`src/rtl/uart_rx_core.sv`:
```
// ---------------------------------------------------------------------------
// uart_rx_core
//   Oversampling UART receiver. Finds the start bit on a high->low edge of
//   the serial line, majority-votes three samples around the middle of every
//   bit, shifts data in LSB first, checks an optional parity bit and the stop
//   bit, then reports the frame with one-cycle pulses.
//
// Parameters
//   OVERSAMPLE  CLK cycles per UART bit (even, >= 4)
//   DATA_WIDTH  data bits per frame
//
// Ports
//   CLK         receiver clock, OVERSAMPLE x baud
//   RST         synchronous, active-low reset
//   RX_IN       serial line, idle high
//   PAR_EN      1 = parity bit follows the data bits
//   PAR_TYP     0 = even parity, 1 = odd parity
//   P_DATA      last frame received without error
//   Data_Valid  one-cycle pulse, P_DATA has just been updated
//   par_err     one-cycle pulse, parity bit disagreed with the data
//   stp_err     one-cycle pulse, stop bit was sampled low
//
// Build option
//   RX_INPUT_SYNC_EN : when defined, RX_IN passes a 2-flop synchronizer
//   (reset to 1) before edge detection; every latency grows by 2 cycles.
//   When undefined, RX_IN must already be synchronous to CLK.
// ---------------------------------------------------------------------------
module uart_rx_core #(
  parameter int OVERSAMPLE = 8,
  parameter int DATA_WIDTH = 8
) (
  input  logic                  CLK,
  input  logic                  RST,
  input  logic                  RX_IN,
  input  logic                  PAR_EN,
  input  logic                  PAR_TYP,
  output logic [DATA_WIDTH-1:0] P_DATA,
  output logic                  Data_Valid,
  output logic                  par_err,
  output logic                  stp_err
);

  localparam int M  = OVERSAMPLE / 2;
  localparam int CW = $clog2(OVERSAMPLE);
  localparam int BW = (DATA_WIDTH > 1) ? $clog2(DATA_WIDTH) : 1;

  localparam logic [CW-1:0] C_SAMP0  = CW'(M - 1);
  localparam logic [CW-1:0] C_SAMP1  = CW'(M);
  localparam logic [CW-1:0] C_DECIDE = CW'(M + 1);
  localparam logic [CW-1:0] C_WRAP   = CW'(OVERSAMPLE - 1);
  localparam logic [BW-1:0] C_LASTB  = BW'(DATA_WIDTH - 1);

  typedef enum logic [2:0] {
    S_IDLE,
    S_START,
    S_DATA,
    S_PARITY,
    S_STOP
  } state_t;

  state_t                r_state;
  state_t                w_state_next;

  logic                  w_rx;
  logic                  r_prev;
  logic [CW-1:0]         r_edge_cnt;
  logic [BW-1:0]         r_bit_cnt;
  logic                  r_s0;
  logic                  r_s1;
  logic [DATA_WIDTH-1:0] r_shift;
  logic                  r_par_en;
  logic                  r_par_typ;
  logic                  r_par_bad;
  logic                  r_stop_bit;
  logic                  r_res_pend;

  logic                  w_start_edge;
  logic                  w_wrap;
  logic                  w_decide;
  logic                  w_majority;
  logic                  w_last_bit;
  logic                  w_par_exp;

  // -------------------------------------------------------------------------
  // Line input, optionally resynchronised
  // -------------------------------------------------------------------------
`ifdef RX_INPUT_SYNC_EN
  logic r_sync1;
  logic r_sync2;

  always_ff @(posedge CLK) begin
    if (!RST) begin
      r_sync1 <= 1'b1;
      r_sync2 <= 1'b1;
    end else begin
      r_sync1 <= RX_IN;
      r_sync2 <= r_sync1;
    end
  end

  assign w_rx = r_sync2;
`else
  assign w_rx = RX_IN;
`endif

  assign w_start_edge = r_prev & ~w_rx;
  assign w_wrap       = (r_edge_cnt == C_WRAP);
  assign w_decide     = (r_edge_cnt == C_DECIDE);
  assign w_last_bit   = (r_bit_cnt == C_LASTB);
  // Third vote is the live sample taken in the decision cycle itself.
  assign w_majority   = (r_s0 & r_s1) | (r_s0 & w_rx) | (r_s1 & w_rx);
  assign w_par_exp    = r_par_typ ? ~(^r_shift) : (^r_shift);

  // -------------------------------------------------------------------------
  // FSM state register
  // -------------------------------------------------------------------------
  always_ff @(posedge CLK) begin
    if (!RST) begin
      r_state <= S_IDLE;
    end else begin
      r_state <= w_state_next;
    end
  end

  // -------------------------------------------------------------------------
  // FSM next state
  // -------------------------------------------------------------------------
  always_comb begin
    w_state_next = r_state;
    case (r_state)
      S_IDLE: begin
        if (w_start_edge) begin
          w_state_next = S_START;
        end
      end
      S_START: begin
        // A start bit that votes high was a glitch: drop it silently.
        if (w_decide && w_majority) begin
          w_state_next = S_IDLE;
        end else if (w_wrap) begin
          w_state_next = S_DATA;
        end
      end
      S_DATA: begin
        if (w_wrap && w_last_bit) begin
          w_state_next = r_par_en ? S_PARITY : S_STOP;
        end
      end
      S_PARITY: begin
        if (w_wrap) begin
          w_state_next = S_STOP;
        end
      end
      S_STOP: begin
        // Leave at the decision point so the tail of the stop bit can be
        // followed immediately by the next start edge.
        if (w_decide) begin
          w_state_next = S_IDLE;
        end
      end
      default: begin
        w_state_next = S_IDLE;
      end
    endcase
  end

  // -------------------------------------------------------------------------
  // Datapath, counters and registered outputs
  // -------------------------------------------------------------------------
  always_ff @(posedge CLK) begin
    if (!RST) begin
      r_prev     <= 1'b1;
      r_edge_cnt <= '0;
      r_bit_cnt  <= '0;
      r_s0       <= 1'b1;
      r_s1       <= 1'b1;
      r_shift    <= '0;
      r_par_en   <= 1'b0;
      r_par_typ  <= 1'b0;
      r_par_bad  <= 1'b0;
      r_stop_bit <= 1'b1;
      r_res_pend <= 1'b0;
      P_DATA     <= '0;
      Data_Valid <= 1'b0;
      par_err    <= 1'b0;
      stp_err    <= 1'b0;
    end else begin
      r_prev     <= w_rx;
      r_res_pend <= 1'b0;
      Data_Valid <= 1'b0;
      par_err    <= 1'b0;
      stp_err    <= 1'b0;

      // Result is published the cycle after the stop-bit decision.
      if (r_res_pend) begin
        if (r_stop_bit && !r_par_bad) begin
          Data_Valid <= 1'b1;
          P_DATA     <= r_shift;
        end else begin
          par_err <= r_par_bad;
          stp_err <= ~r_stop_bit;
        end
      end

      if (r_state == S_IDLE) begin
        r_bit_cnt <= '0;
        if (w_start_edge) begin
          // The edge cycle is count 0, so the next cycle is count 1.
          r_edge_cnt <= CW'(1);
          r_par_en   <= PAR_EN;
          r_par_typ  <= PAR_TYP;
          r_par_bad  <= 1'b0;
        end else begin
          r_edge_cnt <= '0;
        end
      end else begin
        r_edge_cnt <= w_wrap ? '0 : (r_edge_cnt + CW'(1));

        if (r_edge_cnt == C_SAMP0) begin
          r_s0 <= w_rx;
        end
        if (r_edge_cnt == C_SAMP1) begin
          r_s1 <= w_rx;
        end

        if (w_decide) begin
          case (r_state)
            S_DATA:   r_shift    <= {w_majority, r_shift[DATA_WIDTH-1:1]};
            S_PARITY: r_par_bad  <= (w_majority != w_par_exp);
            S_STOP: begin
              r_stop_bit <= w_majority;
              r_res_pend <= 1'b1;
            end
            default: ;
          endcase
        end

        if ((r_state == S_DATA) && w_wrap) begin
          r_bit_cnt <= r_bit_cnt + BW'(1);
        end
      end
    end
  end

endmodule

```
`config.mk`:
```
export PLATFORM = sky130hd
export DESIGN_NAME = uart_rx_core
export DESIGN_NICKNAME = d
export VERILOG_FILES = /design/src/rtl/uart_rx_core.sv
export SDC_FILE = /design/constraint.sdc
export NUM_CORES = 1
export LEC_CHECK = 0
export ABC_CLOCK_PERIOD_IN_PS = 3250
export CORE_MARGIN = 5
export CORE_UTILIZATION = 45
export CTS_BUF_LIST = sky130_fd_sc_hd__clkbuf_2
export DETAILED_ROUTE_END_ITERATION = 12
export PLACE_DENSITY = 0.65
export SETUP_SLACK_MARGIN = 0.5
export SLEW_MARGIN = 20
export SYNTH_ARGS = -nofsm -noshare
export SYNTH_HDL_FRONTEND = slang
export SYNTH_SLANG_ARGS = --single-unit
```
`constraint.sdc`:
```
create_clock -name CLK -period 3.25 [get_ports CLK]
set_input_delay 0.4875 -clock CLK [delete_from_list [all_inputs] [get_ports CLK]]
set_output_delay 0.4875 -clock CLK [all_outputs]
set_load 0.02 [all_outputs]
```
# After elaboration in Yosys (flattened, before gate mapping)
# Cells that the tools add are included.
# W data, S select, Z words.
# word_totals
register_bits	36
in_bits	5
word_cells	85
# classes
n_addsub	2
n_eq_ne	15
mux	18
bitwise_logic	13
reduce_logical	21
# ops
op	n
$mux W3	9
$eq A3 B3 Y1 const B	5
$pmux W3 S5	1
$reduce_and A2 Y1	5
$eq A3 B2 Y1 const B	3
$reduce_and A3 Y1	3
$mux W1	8
$ne A2 B2 Y1 const B	4
$reduce_xor A8 Y1	1
$not A1 Y1	7
$add A3 B1 Y3 const B	2
$reduce_or A3 Y1	2
$reduce_and A5 Y1	1
$and A1 B1 Y1	4
$logic_and A1 B1 Y1	4
$reduce_bool A2 Y1	2
$eq A3 B1 Y1 const B	1
$logic_not A3 Y1	1
$ne A3 B3 Y1 const B	1
$or A1 B1 Y1	2
$reduce_or A2 Y1	1
$logic_not A1 Y1	1
$ne A1 B1 Y1	1

# Depth between registers and ports, before layout
# Gate-level depths: netlist (run 1).
# logic_depth
depth_word	7
depth_mapped	6
ltp_nobuf	6

# Least setup slack after synthesis (run 1)
# OpenSTA, ideal clock, no wires.
# synth_timing
kind	register to register
start	reg r_edge_cnt[0]
end	reg r_state[0]
arrival_ns	1.507
setup_slack_ns	1.631
stages_incl_launch_ff	6
path_buffers	0
period_less_slack_ns	1.619
path_cell_list	dfxtp_1 -> ha_1 -> ha_1 -> nand2_1 -> a311o_1 -> a2111oi_1
# synth_between
elab_chain_len	4
# synth_lines
item	line	rtl
from (decl)	66	logic [CW-1:0] r_edge_cnt;
from (signal assigned)	217	r_edge_cnt <= w_wrap ? '0 : (r_edge_cnt + CW'(1));
$eq A3 B3 Y1 (on tied branches)	108, 107	
$logic_and A1 B1 Y1 (on tied branches)	138, 145	
$ne A3 B3 Y1 (no line) (tied with other cells)	n/a	
$reduce_and A5 Y1 (no line) / $pmux W3 S5 (equally long branches)	n/a	
to (signal assigned)	121	r_state <= w_state_next;
to (decl)	61	state_t r_state;
# Parallel ways exist; a longest one is shown, timed or not.
# A chain may end at the register's enable or synchronous reset.

# Final worst setup path (run 1)
# Ends and elaborated chain as after synthesis.

==> results of run 1 <==
cell usage in the layout, fill, tap and decap left out, types with 2 or more instances in the layout:
cell,count
clkinv_1,2
nand2_1,9
xnor3_1,2
nor2_1,26
inv_1,4
nor3_1,5
clkdlybuf4s50_1,15
nand3_1,5
nand2b_1,4
a21oi_1,4
xnor2_1,4
inv_2,3
or3_1,2
dfxtp_1,36
and3_1,3
ha_1,7
nand4_1,2
mux2i_1,22
clkbuf_2,5
power groups by stage:
stage	clock [mW]	sequential (mW)	combinational [mW]
CTS	0.191	0.517	0.218
global route	0.210	0.526	0.254
detailed placement	0	0.526	0.216
floorplan	0	0.498	0.200
finish	0.181	0.518	0.219
global placement	0	0.526	0.212
cell type report:
cell class | instances | area (um2)
Inverter | 7 | 26.3
Clock buffer | 5 | 25.0
Sequential cell | 36 | 721
Tap cell | 46 | 57.6
Clock inverter | 2 | 7.51
Timing Repair Buffer | 16 | 158
Fill cell | 319 | 1570
Multi-Input combinational cell | 115 | 827
kinds of logic (layout without fill, tap and decap cells):
logic type	count (synthesis)	in the layout	synth area share, %
and+or+nand+nor	64	64	19.5
xor gates and xnor gates	7	7	5.52
DFF	36	36	44.8
AOI/OAI and AO/OA	14	14	6.38
muxes	22	22	13.7
buffers and inverters	14	30	3.73
adders and majority gates	8	8	6.30
registers in the layout, indices dropped and copies added (netlist names), 3 cells and up:
register,cells
r_shift,8
r_edge_cnt,3
P_DATA,8
r_bit_cnt,3
r_state,3
per-layer routing:
metal | up-vias | global-route usage, % | share of wire (%)
li1 | 596 | - | -
met1 | 543 | 16.1 | 43
met2 | 26 | 22.6 | 50
met3 | 7 | 4.49 | 4.9
met4 | 0 | 5.11 | 1.7
met5 | - | 0 | 0
worst min path at each step:
stage / startpoint / to / slack (ns)
after floorplan: r_stop_bit / stp_err / 0.41
after global placement: r_res_pend / stp_err / 0.43
after detailed placement: r_stop_bit / stp_err / 0.44
after CTS: r_stop_bit / stp_err / 0.47
after global routing: r_res_pend / stp_err / 0.48
final: r_stop_bit / stp_err / 0.46
==> impl_metrics.tcl, run 1 <==
set metrics [dict create \
    clkPwrFrac_pct 19.7 \
    hpwl_mm 2.19 \
    crit-reg2reg-launch "r_edge_cnt[0]" \
    vias 1172 \
    syn_area_per_cell_um2 9.74 \
    post_cts_buffers 0 \
    drcViolationCount 0 \
    p_per_area_nw_per_um2 504 \
    cts_tree "built" \
    maxCapViolations 0 \
    worst_path_max_delay_cell "dfxtp_1" \
    core-area_um2 3390 \
    vdd_ir_drop_max_uv 232 \
    die_w_um 69.8 \
    htree_levels 2 \
    grt.overflow.total 0 \
    dr.pass1.iters 4 \
    dp_cells 220 \
    fin_tns_setup_ns 0 \
    rows 21 \
    drive_above_1_share_pct 6.63 \
    stdcell_area_um2 1820 \
    antennaDiodeCount 0 \
    rsz0062_at_grt "false" \
    cts.clk_slew.worst_paths_ns 0.15 \
    syn_inst 165 \
    cts.sinks 36 \
    crit_path_max_fanout 8 \
    final_util_pct 53.7 \
    synth_most_common_cell "dfxtp_1" \
    wirelength_mm 2.91 \
    grt_pass1_wl_mm 5.29 \
    p_int_mw 0.610 \
    die_h_um 69.8 \
    path_depth 5 \
    io_buffers 15 \
    skew_ns 0.0157 \
    postCtsHoldBufs 0 \
    p_comb_share_pct 23.9 \
    clockBufferDepth 2 \
    antenna_left 0 \
    setup_viol 0 \
    synth_edf_count 0 \
    min_period_ns 1.88 \
    antenna_found_initial 0 \
    worstHoldPathCells 1 \
    area_delta_synth_final_pct 13.3 \
    relSlewSlack_pct 62.4 \
    critPathTopFamily "compound AO/OA/AOI/OAI gates" \
    synth.distinct_cells 39 \
    period_share_pct 58.0 \
    grt_usage_pct 13.6 \
    grt_max_degree 24 \
    synth_area_leader_cell "dfxtp_1" \
    p_sw_share_pct 33.5 \
    crit_chain "ha_1 > ha_1 > nand2_1 > a311o_1 > a2111oi_1" \
    vias_per_cell 5.16 \
    power.total_mw 0.918 \
    power.switching_mw 0.308 \
    cp_data_arrival_time_ns 2.15 \
    grt_pass1_vias 1156 \
    insertion_delay_ns 0.37 \
    fin_cells 227 \
    share_seq_of_total_power_pct 56.4 \
    worstRegToRegCells 5 \
    pre_cts_slack_ns 1.06 \
    cpPeakStageDelay_ns 0.41 \
    final_max_slew_viol_count 0 \
    wl_per_cell_um 12.8 \
    worst_hold_slack_ns 0.465 \
    hold_class "reg -> reg" \
    report.final.hold_viol_count 0 \
    yosysSeqAreaShare_pct 44.8 \
    pin_count 16 \
    crit_buf_inv 0 \
    synth_warnings 0 \
    numCtsBuffers 5 \
    synth_flop_cell "dfxtp_1" \
    status "finished, final reports clean" \
    synth_nets 177 \
    worstPathRequired_ns 3.51 \
    netlist_area_um2 1610 \
    r2r-end "r_state[0]" \
    end_kind "flip-flop" \
    cts-root-buf "clkbuf_2" \
    crit_end "r_state[0]" \
    yosysTopAreaCellShare_pct 44.8 \
    gp_congestion 0.796 \
    initial_core_util_pct 47.4 \
    leakagePower_nw 0.835 \
    die_area_um2 4870 \
    ys_top_cells_by_area "dfxtp_1 45%, mux2i_1 14%, nor2_1 6.1%" \
    startpoint "r_edge_cnt[0]" \
    reg2reg_slack_ns 1.37 \
    ys_seq_elements 36 \
    async_flop_share_pct 0 \
    setup_slack_ns 1.37 \
    synth_common_cells "36 x dfxtp_1, 26 x nor2_1, 22 x mux2i_1" \
    crit_type "reg -> reg" \
    initialDrtViolationCount 59 \
    cp_common_cell "ha_1" \
    dpl_cell_area_um2 1790 \
    max_freq_mhz 531 \
    final_nets 193 \
    cts_resized 0 \
    worst_pin_slew_ns 0.563 \
    start_kind "flip-flop" \
]
(Power assumes the default switching activity.)
==> run 2, diff against run 1 <==
--- a/config.mk
+++ b/config.mk
@@ -5,7 +5,7 @@
 export SDC_FILE = /design/constraint.sdc
 export NUM_CORES = 1
 export LEC_CHECK = 0
-export ABC_CLOCK_PERIOD_IN_PS = 3250
+export ABC_CLOCK_PERIOD_IN_PS = 1800
 export CORE_MARGIN = 5
 export CORE_UTILIZATION = 45
 export CTS_BUF_LIST = sky130_fd_sc_hd__clkbuf_2
==> constraint.sdc (replaced) <==
create_clock -name CLK -period 1.8 [get_ports CLK]
set_input_delay 0.27 -clock CLK [delete_from_list [all_inputs] [get_ports CLK]]
set_output_delay 0.27 -clock CLK [all_outputs]
set_load 0.02 [all_outputs]
==> run 2 against run 1 <==
  * Wire length increased by 19%
  * Global-route usage increased by 1.1 points
  * Register-to-register slack worse by 1.2 ns
  * Total power is 120% higher
  * Sequential cell count is the same
  * Combinational power grew to 2.7 times the previous value
  * Clock skew is 0.00074 ns higher
  * Sequential power rose by 86%
  * Clock-buffer cell count increased by 1
  * Via count is 8.7% higher
  * Hold slack got worse by 0.014 ns
  * Clock power rose to 2.8 times the previous value
  * Critical path type unchanged
  * Largest power group unchanged
  * Highest routed layer unchanged
==> impl_metrics.tcl, run 2 (synthesized netlist as in run 1, its figures left out) <==
set metrics [dict create \
    status "finished, final reports clean" \
    grt.overflow.total 0 \
    period_share_pct 89.7 \
    wirelength_mm 3.47 \
    relSlewSlack_pct 76.5 \
    grt_pass1_wl_mm 5.74 \
    max_freq_mhz 619 \
    grt_usage_pct 14.7 \
    die_w_um 69.8 \
    setup_viol 0 \
    pin_count 16 \
    grt_pass1_vias 1303 \
    min_period_ns 1.61 \
    area_delta_synth_final_pct 29.4 \
    cts.sinks 36 \
    dr.pass1.iters 4 \
    skew_ns 0.0164 \
    worst_pin_slew_ns 0.350 \
    cts.clk_slew.worst_paths_ns 0.18 \
    start_kind "flip-flop" \
    hold_class "reg -> reg" \
    initialDrtViolationCount 57 \
    htree_levels 2 \
    gp_congestion 0.859 \
    wl_per_cell_um 14.2 \
    rsz0062_at_grt "true" \
    leakagePower_nw 0.964 \
    crit_end "r_state[1]" \
    vias_per_cell 5.22 \
    insertion_delay_ns 0.38 \
    antenna_found_initial 0 \
    crit-reg2reg-launch "r_edge_cnt[0]" \
    startpoint "r_edge_cnt[0]" \
    drcViolationCount 0 \
    maxCapViolations 0 \
    final_nets 209 \
    worstPathRequired_ns 2.08 \
    core-area_um2 3390 \
    hpwl_mm 2.29 \
    top_regs "P_DATA: 8 flops, r_shift: 8 flops" \
    vdd_ir_drop_max_uv 730 \
    clockBufferDepth 2 \
    drive_above_1_share_pct 38.9 \
    io_buffers 15 \
    worst_hold_slack_ns 0.451 \
    numCtsBuffers 5 \
    report.final.hold_viol_count 0 \
    cts_tree "built" \
    final_util_pct 61.4 \
    rows 21 \
    die_area_um2 4870 \
    power.total_mw 2.05 \
    antenna_left 0 \
    die_h_um 69.8 \
    antennaDiodeCount 0 \
    crit_type "reg -> reg" \
    r2r-end "r_state[1]" \
    cts-root-buf "clkbuf_2" \
    grt_max_degree 21 \
    cp_data_arrival_time_ns 1.90 \
    crit_path_max_fanout 4 \
    final_max_slew_viol_count 0 \
    worstRegToRegCells 6 \
    p_per_area_nw_per_um2 984 \
    layout_commonest_cell "nor2_1" \
    reg2reg_slack_ns 0.19 \
    final_cell_mix "26 x nor2_1, 22 x mux2i_1, 18 x dfxtp_1, 18 x dfxtp_2, 15 x buf_4" \
    initial_core_util_pct 47.4 \
    vias 1274 \
    end_kind "flip-flop" \
]
run 2: cell count changes in the layout (fill, tap and decap cells not counted), sizes merged:
cell | before | now
buf | 1 | 27
clkbuf | 5 | 6
clkdlybuf4s50 | 15 | 4
bufinv | 0 | 1
clkinv | 2 | 1
clkdlybuf4s15 | 0 | 1
run 2: worst min-delay path by stage:
stage               startpoint             to  depth (start not counted)
global placement    r_res_pend        stp_err                          2
detailed placement  r_stop_bit        stp_err                          1
global route               RST  r_edge_cnt[0]                          3
CTS                 r_stop_bit        stp_err                          1
floorplan                RX_IN         r_prev                          1
finish              r_stop_bit        stp_err                          1
run 2: area by class of cell:
cell class                      count  area [um2]
Clock buffer                        6        30.0
Clock inverter                      2        35.0
Fill cell                         299        1310
Inverter                            7        26.3
Multi-Input combinational cell    115         952
Sequential cell                    36         743
Tap cell                           46        57.6
Timing Repair Buffer               32         236
run 2: critical path: stages (launching register included):
cell and delay, ns:
dfxtp_2 0.37, ha_4 0.16, ha_4 0.17, or3b_4 0.39, a31oi_4 0.19, o211ai_1 0.14
o31ai_1 0.10
run 2: power by group:
part           internal, mW  total [mW]  switching, mW  leakage [nW]
logic                 0.270       0.585          0.315         0.623
registers             0.863       0.962         0.0993         0.298
clock network         0.239       0.500          0.261        0.0430
total                  1.37        2.05          0.675         0.964
run 2: metrics by stage:
step | cells | TNS (ns) | instance area (um2) | worst slack (ns)
after floorplan | 165 | 0 | 1640 | 0.353
after global placement | 223 | -0.0314 | 1850 | -0.0314
after detailed placement | 223 | -0.0889 | 1850 | -0.0717
after CTS | 240 | 0 | 2050 | 0.192
after global routing | 244 | 0 | 2080 | 0.143
final | 244 | 0 | 2080 | 0.185
run 2: repair_timing:
item                                    CTS  global route
buffers inserted                          9             4
endpoints found under the setup margin   38            30
pin swaps                                 6             6
gates resized for setup                  55            27
hold buffers                              0             0
run 2: routing by layer:
layer | routed length [um] | up-vias | global-route usage (%)
met4 | 91 | 0 | 8.09
met2 | 1880 | 26 | 27.5
met5 | 0 | - | 0
met1 | 1390 | 608 | 14.8
met3 | 100 | 10 | 3.33
li1 | - | 630 | -
